==> src/rtl/deser_pkg.sv <==
// Shared state type and counter-width helper for the deserializer frame controller.
// Latency: none (types and constant functions only).
// Backpressure: none.
package deser_pkg;

    typedef enum logic [1:0] {
        IDLE,
        HUNT,
        ACTIVE,
        DRAIN
    } deser_state_e;

    localparam int FRM_CNT_W = 16;

    // Bits needed to count n distinct values; never narrower than one bit.
    function automatic int cnt_w(input int n);
        return (n > 1) ? $clog2(n) : 1;
    endfunction

endpackage

==> src/rtl/deser_frame_ctrl_if.sv <==
// Serial-in / deserializer-control / word-out bundle for deser_frame_ctrl.
// Latency: none (wires only).
// Backpressure: frm_rdy is advisory; a word not accepted is lost, never stalled.
//   master: the frame controller (drives des_en/des_dir/frm_vld/frm_sof/frm_eof)
//   slave : the surrounding receive path (drives ser_vld/ser_in/des_valid/frm_rdy)
interface deser_frame_ctrl_if #(
    parameter int DATA_WIDTH = 8
);
    logic                  ser_vld;
    logic [DATA_WIDTH-1:0] ser_in;
    logic                  des_en;
    logic                  des_dir;
    logic                  des_valid;
    logic                  frm_vld;
    logic                  frm_rdy;
    logic                  frm_sof;
    logic                  frm_eof;

    modport master (
        input  ser_vld, ser_in, des_valid, frm_rdy,
        output des_en, des_dir, frm_vld, frm_sof, frm_eof
    );

    modport slave (
        output ser_vld, ser_in, des_valid, frm_rdy,
        input  des_en, des_dir, frm_vld, frm_sof, frm_eof
    );
endinterface

==> src/rtl/deser_frame_ctrl.sv <==
// Frame sequencer: hunts SYNC_WORD, enables the Deserializer for FRAME_LEN words, tags sof/eof.
// Latency: des_en combinational; frm_vld/sof/eof/err_ovf follow des_valid in the same cycle.
// Backpressure: none; frm_rdy low on a valid word pulses err_ovf and the word is dropped.
// Ports: clk, rst (async active-high), start/loop/abort/dir_cfg controls, bus (master modport),
//        busy, frm_cnt (completed frames, wraps), err_gap/err_ovf/err_tmo pulses.
// Optional: DESER_CTRL_TIMEOUT_EN adds a HUNT timeout of TIMEOUT_CYC cycles.
module deser_frame_ctrl
    import deser_pkg::*;
#(
    parameter int                    DATA_WIDTH  = 8,
    parameter int                    PARL_WIDTH  = 8,
    parameter int                    FRAME_LEN   = 4,
    parameter logic [DATA_WIDTH-1:0] SYNC_WORD   = 8'hA5,
    parameter int                    TIMEOUT_CYC = 1024
) (
    input  logic                 clk,
    input  logic                 rst,
    input  logic                 start,
    input  logic                 loop,
    input  logic                 abort,
    input  logic                 dir_cfg,
    deser_frame_ctrl_if.master   bus,
    output logic                 busy,
    output logic [FRM_CNT_W-1:0] frm_cnt,
    output logic                 err_gap,
    output logic                 err_ovf,
    output logic                 err_tmo
);

    localparam int               SYM_W     = cnt_w(PARL_WIDTH);
    localparam int               WORD_W    = cnt_w(FRAME_LEN);
    localparam logic [SYM_W-1:0]  SYM_LAST  = SYM_W'(PARL_WIDTH - 1);
    localparam logic [WORD_W-1:0] WORD_LAST = WORD_W'(FRAME_LEN - 1);

    deser_state_e         state_q, state_d;
    logic [SYM_W-1:0]     sym_q, sym_d;     // symbol position inside the word being fed
    logic [WORD_W-1:0]    fed_q, fed_d;     // words fully fed into the Deserializer
    logic [WORD_W-1:0]    out_q, out_d;     // words presented downstream (lags fed by one word)
    logic                 dir_q, dir_d;
    logic [FRM_CNT_W-1:0] cnt_q, cnt_d;
    logic                 gap_q, gap_d;
    logic                 tmo_q, tmo_d;
    logic                 timeout_hit;
    logic                 word_vld;

`ifdef DESER_CTRL_TIMEOUT_EN
    localparam int               TMO_W    = cnt_w(TIMEOUT_CYC);
    localparam logic [TMO_W-1:0] TMO_LAST = TMO_W'(TIMEOUT_CYC - 1);

    logic [TMO_W-1:0] tmo_cnt_q;

    assign timeout_hit = (state_q == HUNT) && (tmo_cnt_q == TMO_LAST);

    // Counts consecutive HUNT cycles; any exit from HUNT restarts it.
    always_ff @(posedge clk or posedge rst) begin
        if (rst) begin
            tmo_cnt_q <= '0;
        end else if ((state_q == HUNT) && (state_d == HUNT)) begin
            tmo_cnt_q <= tmo_cnt_q + 1'b1;
        end else begin
            tmo_cnt_q <= '0;
        end
    end
`else
    assign timeout_hit = 1'b0;
`endif

    // The Deserializer only has a word to show after being fed, so gating by
    // state just hides anything left over once the frame is abandoned.
    assign word_vld    = bus.des_valid && ((state_q == ACTIVE) || (state_q == DRAIN));
    assign bus.des_en  = (state_q == ACTIVE) && bus.ser_vld;
    assign bus.des_dir = dir_q;
    assign bus.frm_vld = word_vld;
    assign bus.frm_sof = word_vld && (out_q == '0);
    assign bus.frm_eof = word_vld && (out_q == WORD_LAST);
    assign err_ovf     = word_vld && !bus.frm_rdy;
    assign busy        = (state_q != IDLE);
    assign frm_cnt     = cnt_q;
    assign err_gap     = gap_q;
    assign err_tmo     = tmo_q;

    always_comb begin
        state_d = state_q;
        sym_d   = sym_q;
        fed_d   = fed_q;
        out_d   = out_q;
        dir_d   = dir_q;
        cnt_d   = cnt_q;
        gap_d   = 1'b0;
        tmo_d   = 1'b0;

        if (word_vld) begin
            out_d = out_q + 1'b1;
        end

        unique case (state_q)
            IDLE: begin
                if (start) begin
                    dir_d   = dir_cfg;
                    state_d = HUNT;
                end
            end
            HUNT: begin
                // A sync arriving on the timeout cycle still wins.
                if (bus.ser_vld && (bus.ser_in == SYNC_WORD)) begin
                    state_d = ACTIVE;
                end else if (timeout_hit) begin
                    tmo_d   = 1'b1;
                    state_d = IDLE;
                end
            end
            ACTIVE: begin
                if (bus.ser_vld) begin
                    if (sym_q == SYM_LAST) begin
                        sym_d = '0;
                        if (fed_q == WORD_LAST) begin
                            fed_d   = '0;
                            state_d = DRAIN;
                        end else begin
                            fed_d = fed_q + 1'b1;
                        end
                    end else begin
                        sym_d = sym_q + 1'b1;
                    end
                end else if (sym_q != '0) begin
                    // Missing symbol inside a word: the partial word is unusable.
                    gap_d   = 1'b1;
                    sym_d   = '0;
                    fed_d   = '0;
                    out_d   = '0;
                    state_d = HUNT;
                end
            end
            DRAIN: begin
                cnt_d   = cnt_q + 1'b1;
                sym_d   = '0;
                fed_d   = '0;
                out_d   = '0;
                state_d = loop ? HUNT : IDLE;
            end
            default: state_d = IDLE;
        endcase

        if (abort) begin
            state_d = IDLE;
            sym_d   = '0;
            fed_d   = '0;
            out_d   = '0;
            cnt_d   = cnt_q;
            gap_d   = 1'b0;
            tmo_d   = 1'b0;
        end
    end

    always_ff @(posedge clk or posedge rst) begin
        if (rst) begin
            state_q <= IDLE;
            sym_q   <= '0;
            fed_q   <= '0;
            out_q   <= '0;
            dir_q   <= 1'b0;
            cnt_q   <= '0;
            gap_q   <= 1'b0;
            tmo_q   <= 1'b0;
        end else begin
            state_q <= state_d;
            sym_q   <= sym_d;
            fed_q   <= fed_d;
            out_q   <= out_d;
            dir_q   <= dir_d;
            cnt_q   <= cnt_d;
            gap_q   <= gap_d;
            tmo_q   <= tmo_d;
        end
    end

endmodule

==> src/flat_wrapper.sv <==
// flat-port wrapper written by rule: the top's interface ports become plain ports
module deser_frame_ctrl_flat import deser_pkg::*;
#(
    parameter int                    DATA_WIDTH  = 8,
    parameter int                    PARL_WIDTH  = 8,
    parameter int                    FRAME_LEN   = 4,
    parameter logic [DATA_WIDTH-1:0] SYNC_WORD   = 8'hA5,
    parameter int                    TIMEOUT_CYC = 1024
)
  (clk, rst, start, loop, abort, dir_cfg, busy, frm_cnt, err_gap, err_ovf, err_tmo, bus_ser_vld, bus_ser_in, bus_des_valid, bus_frm_rdy, bus_des_en, bus_des_dir, bus_frm_vld, bus_frm_sof, bus_frm_eof);
  deser_frame_ctrl_if #(.DATA_WIDTH(DATA_WIDTH)) bus_i ();
  input  logic clk;
  input  logic rst;
  input  logic start;
  input  logic loop;
  input  logic abort;
  input  logic dir_cfg;
  output logic busy;
  output logic [FRM_CNT_W-1:0] frm_cnt;
  output logic err_gap;
  output logic err_ovf;
  output logic err_tmo;
  input wire logic [$bits(bus_i.ser_vld)-1:0] bus_ser_vld;
  input wire logic [$bits(bus_i.ser_in)-1:0] bus_ser_in;
  input wire logic [$bits(bus_i.des_valid)-1:0] bus_des_valid;
  input wire logic [$bits(bus_i.frm_rdy)-1:0] bus_frm_rdy;
  output wire logic [$bits(bus_i.des_en)-1:0] bus_des_en;
  output wire logic [$bits(bus_i.des_dir)-1:0] bus_des_dir;
  output wire logic [$bits(bus_i.frm_vld)-1:0] bus_frm_vld;
  output wire logic [$bits(bus_i.frm_sof)-1:0] bus_frm_sof;
  output wire logic [$bits(bus_i.frm_eof)-1:0] bus_frm_eof;
  assign bus_i.ser_vld = bus_ser_vld;
  assign bus_i.ser_in = bus_ser_in;
  assign bus_i.des_valid = bus_des_valid;
  assign bus_i.frm_rdy = bus_frm_rdy;
  assign bus_des_en = bus_i.des_en;
  assign bus_des_dir = bus_i.des_dir;
  assign bus_frm_vld = bus_i.frm_vld;
  assign bus_frm_sof = bus_i.frm_sof;
  assign bus_frm_eof = bus_i.frm_eof;
  deser_frame_ctrl #(.DATA_WIDTH(DATA_WIDTH), .PARL_WIDTH(PARL_WIDTH), .FRAME_LEN(FRAME_LEN), .SYNC_WORD(SYNC_WORD), .TIMEOUT_CYC(TIMEOUT_CYC)) u_core (.clk(clk), .rst(rst), .start(start), .loop(loop), .abort(abort), .dir_cfg(dir_cfg), .bus(bus_i), .busy(busy), .frm_cnt(frm_cnt), .err_gap(err_gap), .err_ovf(err_ovf), .err_tmo(err_tmo));
endmodule
==> config.mk <==
export PLATFORM = sky130hd
export DESIGN_NAME = deser_frame_ctrl_flat
export DESIGN_NICKNAME = d
export VERILOG_FILES = /design/src/rtl/deser_pkg.sv /design/src/rtl/deser_frame_ctrl_if.sv /design/src/rtl/deser_frame_ctrl.sv /design/src/flat_wrapper.sv
export SDC_FILE = /design/constraint.sdc
export NUM_CORES = 1
export LEC_CHECK = 0
export CORE_AREA = 2 2 73 58
export CTS_BUF_LIST = sky130_fd_sc_hd__clkbuf_16
export DETAILED_ROUTE_END_ITERATION = 10
export DIE_AREA = 0 0 75 60
export GPL_TIMING_DRIVEN = 0
export MAX_ROUTING_LAYER = met4
export PLACE_DENSITY = 0.66
export SKIP_CTS_REPAIR_TIMING = 1
export SYNTH_ARGS = -nofsm -noshare
export SYNTH_HDL_FRONTEND = slang
export SYNTH_SLANG_ARGS = --single-unit
==> constraint.sdc <==
create_clock -name clk -period 1.72 [get_ports clk]
set_input_delay 0.344 -clock clk [delete_from_list [all_inputs] [get_ports clk]]
set_output_delay 0.344 -clock clk [all_outputs]
set_load 0.01 [all_outputs]
==> impl_metrics.toml, run 1 <==
[layout]
final_core_util = 0.540
final_area_um2 = 2070
layout_common_cells = "clkdlybuf4s50_1, dfrtp_1, inv_1"
drive_above_1_share = 0.118
nets = 212
final_common_cell = "clkdlybuf4s50_1"
antennaDiodeCount = 0
area_growth_pct = 40.7

[synthesis]
synth_area_um2 = 1470
netlist_instances = 143
ys_warn_count = 0
synth_edf_count = 0
synth_nets = 167
yosysSeqAreaShare = 0.460
synth.avg_cell_area_um2 = 10.3
synth_top_flop_cell = "dfrtp_1"
async_flop_share = 1.00
ys_types = 38
synth_seq_cells = 27

[power_and_ir_drop]
fin_total_pwr_w = 0.00129
ir_drop_v = 0.000419
power.switching_w = 0.000267
p_sw_frac = 0.208
p_int_w = 0.00102
pwr-share-clk = 0.402
p_leak_nw = 1.02
power_density_nw_per_um2 = 623
combPwrFrac = 0.094
power_frac_seq = 0.505

[global_route]
antenna_found_initial = 0
grt_pass1_vias = 1183
grt_max_degree = 28
grt_use_total = 0.159
grt_pass1_wl_mm = 5.31
grt_overflow = 0

[floorplanning]
coreArea_um2 = 3830
start_util = 0.384
rows = 20
io_pins = 42
die_h_um = 60
die_x_um = 75
die_area_um2 = 4500

[route]
avgRoutedWirePerCell_um = 13.3
num_vias = 1156
dr.pass1.iters = 4
totalWireLength_mm = 3.22
drc_errors = 0
via_per_inst = 4.78
antenna_left = 0
drt_iter0_drc = 37

[sta]
setup_tns_ns = -0.278
skew_ns = 0.00298
fin_crit_ns = 1.89
final_max_slew_viol_count = 0
tightest_slew_ns = 1.02
finalCritPeriodShare = 1.10
finalHoldViolations = 0
fin_ws_ns = -0.172
timing.fmax_ghz = 0.529
setup_violations = 2
whs_ns = 0.466
slew_headroom = 0.320
rsz0062_at_grt = "true"

[placed_design]
placed_cell_area_um2 = 1940
portBuffers = 40
routabilityCongestion = 0.912
place_hpwl_mm = 2.49

[worst_setup_path]
r2r_setup_slack_ns = -0.11
crit_path_start_kind = "register"
path_class = "reg -> out"
end_kind = "output port"
crit_required_ns = 1.38
crit_start = "u_core.state_q[0]$_DFFE_PP0P_"
arrival_ns = 1.55
cp_max_fo = 10
max_stage_delay_ns = 0.48
r2r-end = "u_core.sym_q[0]$_DFFE_PP0P_"
r2r_cells = 6
crit_slowest_cell = "clkdlybuf4s50_1"
timing.rr.start = "u_core.sym_q[0]$_DFFE_PP0P_"
cp-endpoint = "busy"
cp_cell_sequence = "buf_4 -> nor2_2 -> inv_1 -> clkdlybuf4s50_1"

[run_status]
outcome = "finished, violations left"
violations = "negative setup slack"

[cts]
clk_latency_ns = 0.26
clk_pin_slew_ns = 0.07
root_buffer = "clkbuf_16"
cts.sinks = 27
cts_buffers = 3
cts_max_level = 1
cts_max_path_buffers = 2
cts_tree = "yes"

[job]
drv_cap = 0

[min_path]
min_path_type = "in -> reg"
[cell families after synthesis]
kind of cell | Yosys count | share of synthesized area
and+or+nand+nor | 54 | 0.221
DFF | 27 | 0.460
buffers and inverters | 20 | 0.0613
AOI/OAI and AO/OA | 15 | 0.0758
xor gates and xnor gates | 15 | 0.0894
adders and majority gates | 7 | 0.0596
muxes | 4 | 0.0307
other | 1 | 0.00255
[final cells by class]
cell class	count	area (um2)
Fill cell	353	1760
Multi-Input combinational cell	96	722
Sequential cell	27	676
Timing Repair Buffer	40	420
Clock buffer	3	75.1
Tap cell	55	68.8
Inverter	15	56.3
Buffer	5	45.0
Clock inverter	1	3.75
[cells in the mapped netlist, types with 3 or more instances]
library cell,instances,share of area
dfrtp_1,27,0.46
inv_1,15,0.038
xnor2_1,11,0.066
nand2_1,10,0.026
nand3_1,10,0.034
ha_1,7,0.060
nor2_1,5,0.013
mux2_2,4,0.031
nand4_1,4,0.017
o32ai_1,4,0.024
xor2_1,4,0.024
a21oi_1,3,0.010
and2_1,3,0.013
and3_1,3,0.013
[per-layer routing]
layer | GRT usage | vias to the layer above | share of wire
met4 | 0.0510 | 0 | 0.016
met1 | 0.196 | 547 | 0.47
met2 | 0.262 | 22 | 0.48
met5 | - | - | 0
met3 | 0.0320 | 4 | 0.032
li1 | - | 583 | -
[worst max-delay path, delay by kind of cell (launching register included)]
| family | cells | cell delay, ns |
|---|---|---|
| buffers and inverters | 3 | 0.74 |
| DFF | 1 | 0.43 |
| and+or+nand+nor | 1 | 0.13 |
[worst min path at each step]
stage | cells past startpoint | end | slack (ns) | startpoint
2_1_floorplan | 1 | u_core.bus.des_dir$_DFFE_PP0P_ | 0.40 | rst
3_3_place_gp | 1 | u_core.frm_cnt[15]$_DFFE_PP0P_ | 0.46 | u_core.frm_cnt[15]$_DFFE_PP0P_
3_5_place_dp | 1 | u_core.frm_cnt[15]$_DFFE_PP0P_ | 0.47 | u_core.frm_cnt[15]$_DFFE_PP0P_
4_1_cts | 1 | u_core.frm_cnt[15]$_DFFE_PP0P_ | 0.48 | u_core.frm_cnt[15]$_DFFE_PP0P_
5_1_grt | 1 | u_core.frm_cnt[15]$_DFFE_PP0P_ | 0.50 | u_core.frm_cnt[15]$_DFFE_PP0P_
6_report | 2 | u_core.state_q[1]$_DFFE_PP0P_ | 0.47 | abort
[registers in the layout, indices dropped and copies added (netlist names)]
signal / flops
u_core.sym_q: 3
u_core.fed_q: 2
u_core.bus.des_dir: 1
u_core.err_gap: 1
u_core.frm_cnt: 16
u_core.out_q: 2
u_core.state_q: 2
[per-stage QoR]
stage          instances  worst slack, ns
2_1_floorplan        143           0.0554
3_3_place_gp         238           -0.368
3_5_place_dp         238           -0.377
4_1_cts              242           -0.503
5_1_grt              242           -0.256
6_report             242           -0.172
[power by group through the flow]
stage | clock network (W) | registers (W) | logic, W
global route | 0.000553 | 0.000651 | 0.000135
finish | 0.000517 | 0.000650 | 0.000121
global placement | 0 | 0.000660 | 0.000116
CTS | 0.000532 | 0.000649 | 0.000120
floorplan | 0 | 0.000661 | 0.0000521
detailed placement | 0 | 0.000661 | 0.000119
No activity file was read; power rests on OpenSTA's default activity.
==> run 2: changes to the inputs <==
ABC_AREA = 1   (was unset)
CORE_AREA = 2 2 76 60   (was 2 2 73 58)
DIE_AREA = 0 0 78 62   (was 0 0 75 60)
PLACE_DENSITY = 0.65   (was 0.66)
==> run 2 against run 1 <==
The run now ends clean. First-iteration DRC count increased by 46%. Cell area grew 4.4%. Critical path depth shrank 3. Power up 61%. Via count increased by 14%. Synthesized area grew 7.8%. Routed wire length down 7.1%. Worst hold slack improved by 0.020 ns. Register-to-register slack improved by 0.39 ns. Clock skew is 0.00079 ns higher. Worst setup slack better by 0.28 ns. Non-clock buffer count down 3.
==> impl_metrics.toml, run 2 <==
[layout]
fillers = 419
layout_common_cells = "nand2_1, clkdlybuf4s50_1, inv_1"
final_core_util = 0.513
final_area_um2 = 2160
antennaDiodeCount = 0
largest_reg_flops = 16
area_growth_pct = 36.3
final_common_cell = "nand2_1"
final_cells = 305
nets = 273
drive_above_1_share = 0.0645

[power_and_ir_drop]
ir_drop_v = 0.000429
p_leak_nw = 1.19
power_density_nw_per_um2 = 959
fin_total_pwr_w = 0.00207

[synthesis]
synth.avg_cell_area_um2 = 7.76
synth_top_area_cell = "dfrtp_1"
synth_edf_count = 0
synth_seq_cells = 27
synth_top_flop_cell = "dfrtp_1"
yosysMostFrequentCell = "nand2_1"
ys_warn_count = 0
netlist_instances = 204
netlist_top_cells_count = "nand2_1, inv_1, dfrtp_1"
synth_area_um2 = 1580
async_flop_share = 1.00
synth_area_leaders = "dfrtp_1, nand2_1, inv_1"
yosysSeqAreaShare = 0.427
synth_top_cell_area_share = 0.427
ys_types = 25
synth_nets = 228

[floorplanning]
die_h_um = 62
coreArea_um2 = 4200
die_area_um2 = 4840
start_util = 0.376
die_x_um = 78
io_pins = 42
rows = 21

[cts]
cts_buffers = 3
root_buffer = "clkbuf_16"
cts_max_path_buffers = 2
cts_tree = "yes"
clk_pin_slew_ns = 0.07
clk_latency_ns = 0.26
cts.sinks = 27
cts_max_level = 1

[worst_setup_path]
path_class = "reg -> out"
max_stage_delay_ns = 0.57
cp.buffers_inverters = 1
crit_path_start_kind = "register"
end_kind = "output port"
arrival_ns = 1.26
crit_start = "u_core.frm_cnt[12]$_DFFE_PP0P_"
critPathTopFamily = "buffers and inverters"
cp_cell_sequence = "clkdlybuf4s50_1"
crit_slowest_cell = "clkdlybuf4s50_1"
crit_required_ns = 1.38
cp_max_fo = 5
timing.rr.start = "u_core.frm_cnt[0]$_DFFE_PP0P_"

[sta]
setup_tns_ns = 0
slew_headroom = 0.306
setup_violations = 0
timing.fmax_ghz = 0.622
fin_crit_ns = 1.61
skew_ns = 0.00377
rsz0062_at_grt = "false"
finalHoldViolations = 0
final_max_slew_viol_count = 0
finalCritPeriodShare = 0.934
tightest_slew_ns = 1.04

[job]
drv_cap = 0

[run_status]
outcome = "finished clean"

[placed_design]
routabilityCongestion = 0.782
portBuffers = 40
place_hpwl_mm = 2.30
dp.cells = 301
placed_cell_area_um2 = 2050

[route]
num_vias = 1314
via_per_inst = 4.31
drc_errors = 0
drt_iter0_drc = 54
dr.pass1.iters = 4
avgRoutedWirePerCell_um = 9.81
antenna_left = 0
totalWireLength_mm = 2.99

[min_path]
worstHoldStart = "u_core.fed_q[1]$_DFFE_PP0P_"
min_path_type = "reg -> reg"

[global_route]
grt_max_degree = 28
grt_pass1_vias = 1108
grt_overflow = 0
grt_use_total = 0.133
grt_pass1_wl_mm = 4.93
antenna_found_initial = 0
[run 2: cell types whose count changed after synthesis, sizes merged, moves of 3 or more]
cell,change
nand2,+45
nor2,+24
inv,+19
nand3,+10
xnor2,-6
and4,-4
mux2,-4
o32ai,-4
and3,-3
o21ai,+3
[run 2: metal layers]
metal | global-route usage | up-vias | routed length [um]
li1 | - | 717 | -
met1 | 0.185 | 569 | 1570
met3 | 0.0376 | 2 | 146
met4 | 0.0301 | 0 | 21
met5 | - | - | 0
met2 | 0.195 | 26 | 1250
[run 2: kinds of logic (layout without fill, tap and decap cells)]
group | count (synthesis) | count (layout) | share of synthesized area
compound gates | 10 | 10 | 0.0340
xor+xnor | 9 | 9 | 0.0498
simple gates | 114 | 114 | 0.339
buf+inv | 36 | 80 | 0.0925
fa+ha+maj | 7 | 7 | 0.0553
flops | 27 | 27 | 0.427
other cells | 1 | 1 | 0.00237
[run 2: where the power goes]
| part | leakage (nW) | switching, W | internal [W] |
|---|---|---|---|
| Clock | 0.0371 | 0.000222 | 0.000316 |
| Combinational | 0.796 | 0.000356 | 0.000337 |
| Sequential | 0.354 | 0.0000983 | 0.000739 |
[run 2: worst paths after layout]
path	cells after the start	slack (ns)	endpoint
worst max register to register	7	0.28	u_core.frm_cnt[6]$_DFFE_PP0P_
worst min-delay path	2	0.49	u_core.fed_q[1]$_DFFE_PP0P_
worst max-delay path	1	0.11	frm_cnt[12]
max in group asynchronous	2	0.46	u_core.frm_cnt[8]$_DFFE_PP0P_
worst min register to register	2	0.49	u_core.fed_q[1]$_DFFE_PP0P_
min in group asynchronous	2	0.64	u_core.frm_cnt[12]$_DFFE_PP0P_
[run 2: per-stage QoR]
stage / hold WS (ns) / setup WS [ns]
global placement: 0.465 / -0.261
global route: 0.535 / 0.0257
finish: 0.487 / 0.113
detailed placement: 0.478 / -0.262
CTS: 0.493 / -0.262
floorplan: 0.397 / 0.372
[run 2: layout make-up]
| type | count | area, um2 | area share |
|---|---|---|---|
| multi-input combinational | 141 | 766 | 0.355 |
| clock buffer | 3 | 75.1 | 0.0348 |
| inverter | 34 | 128 | 0.0592 |
| tap | 57 | 71.3 | 0.0331 |
| clock inverter | 1 | 7.51 | 0.00348 |
| sequential | 27 | 676 | 0.313 |
| timing repair buffer | 40 | 415 | 0.193 |
| buffer | 2 | 18.8 | 0.00870 |
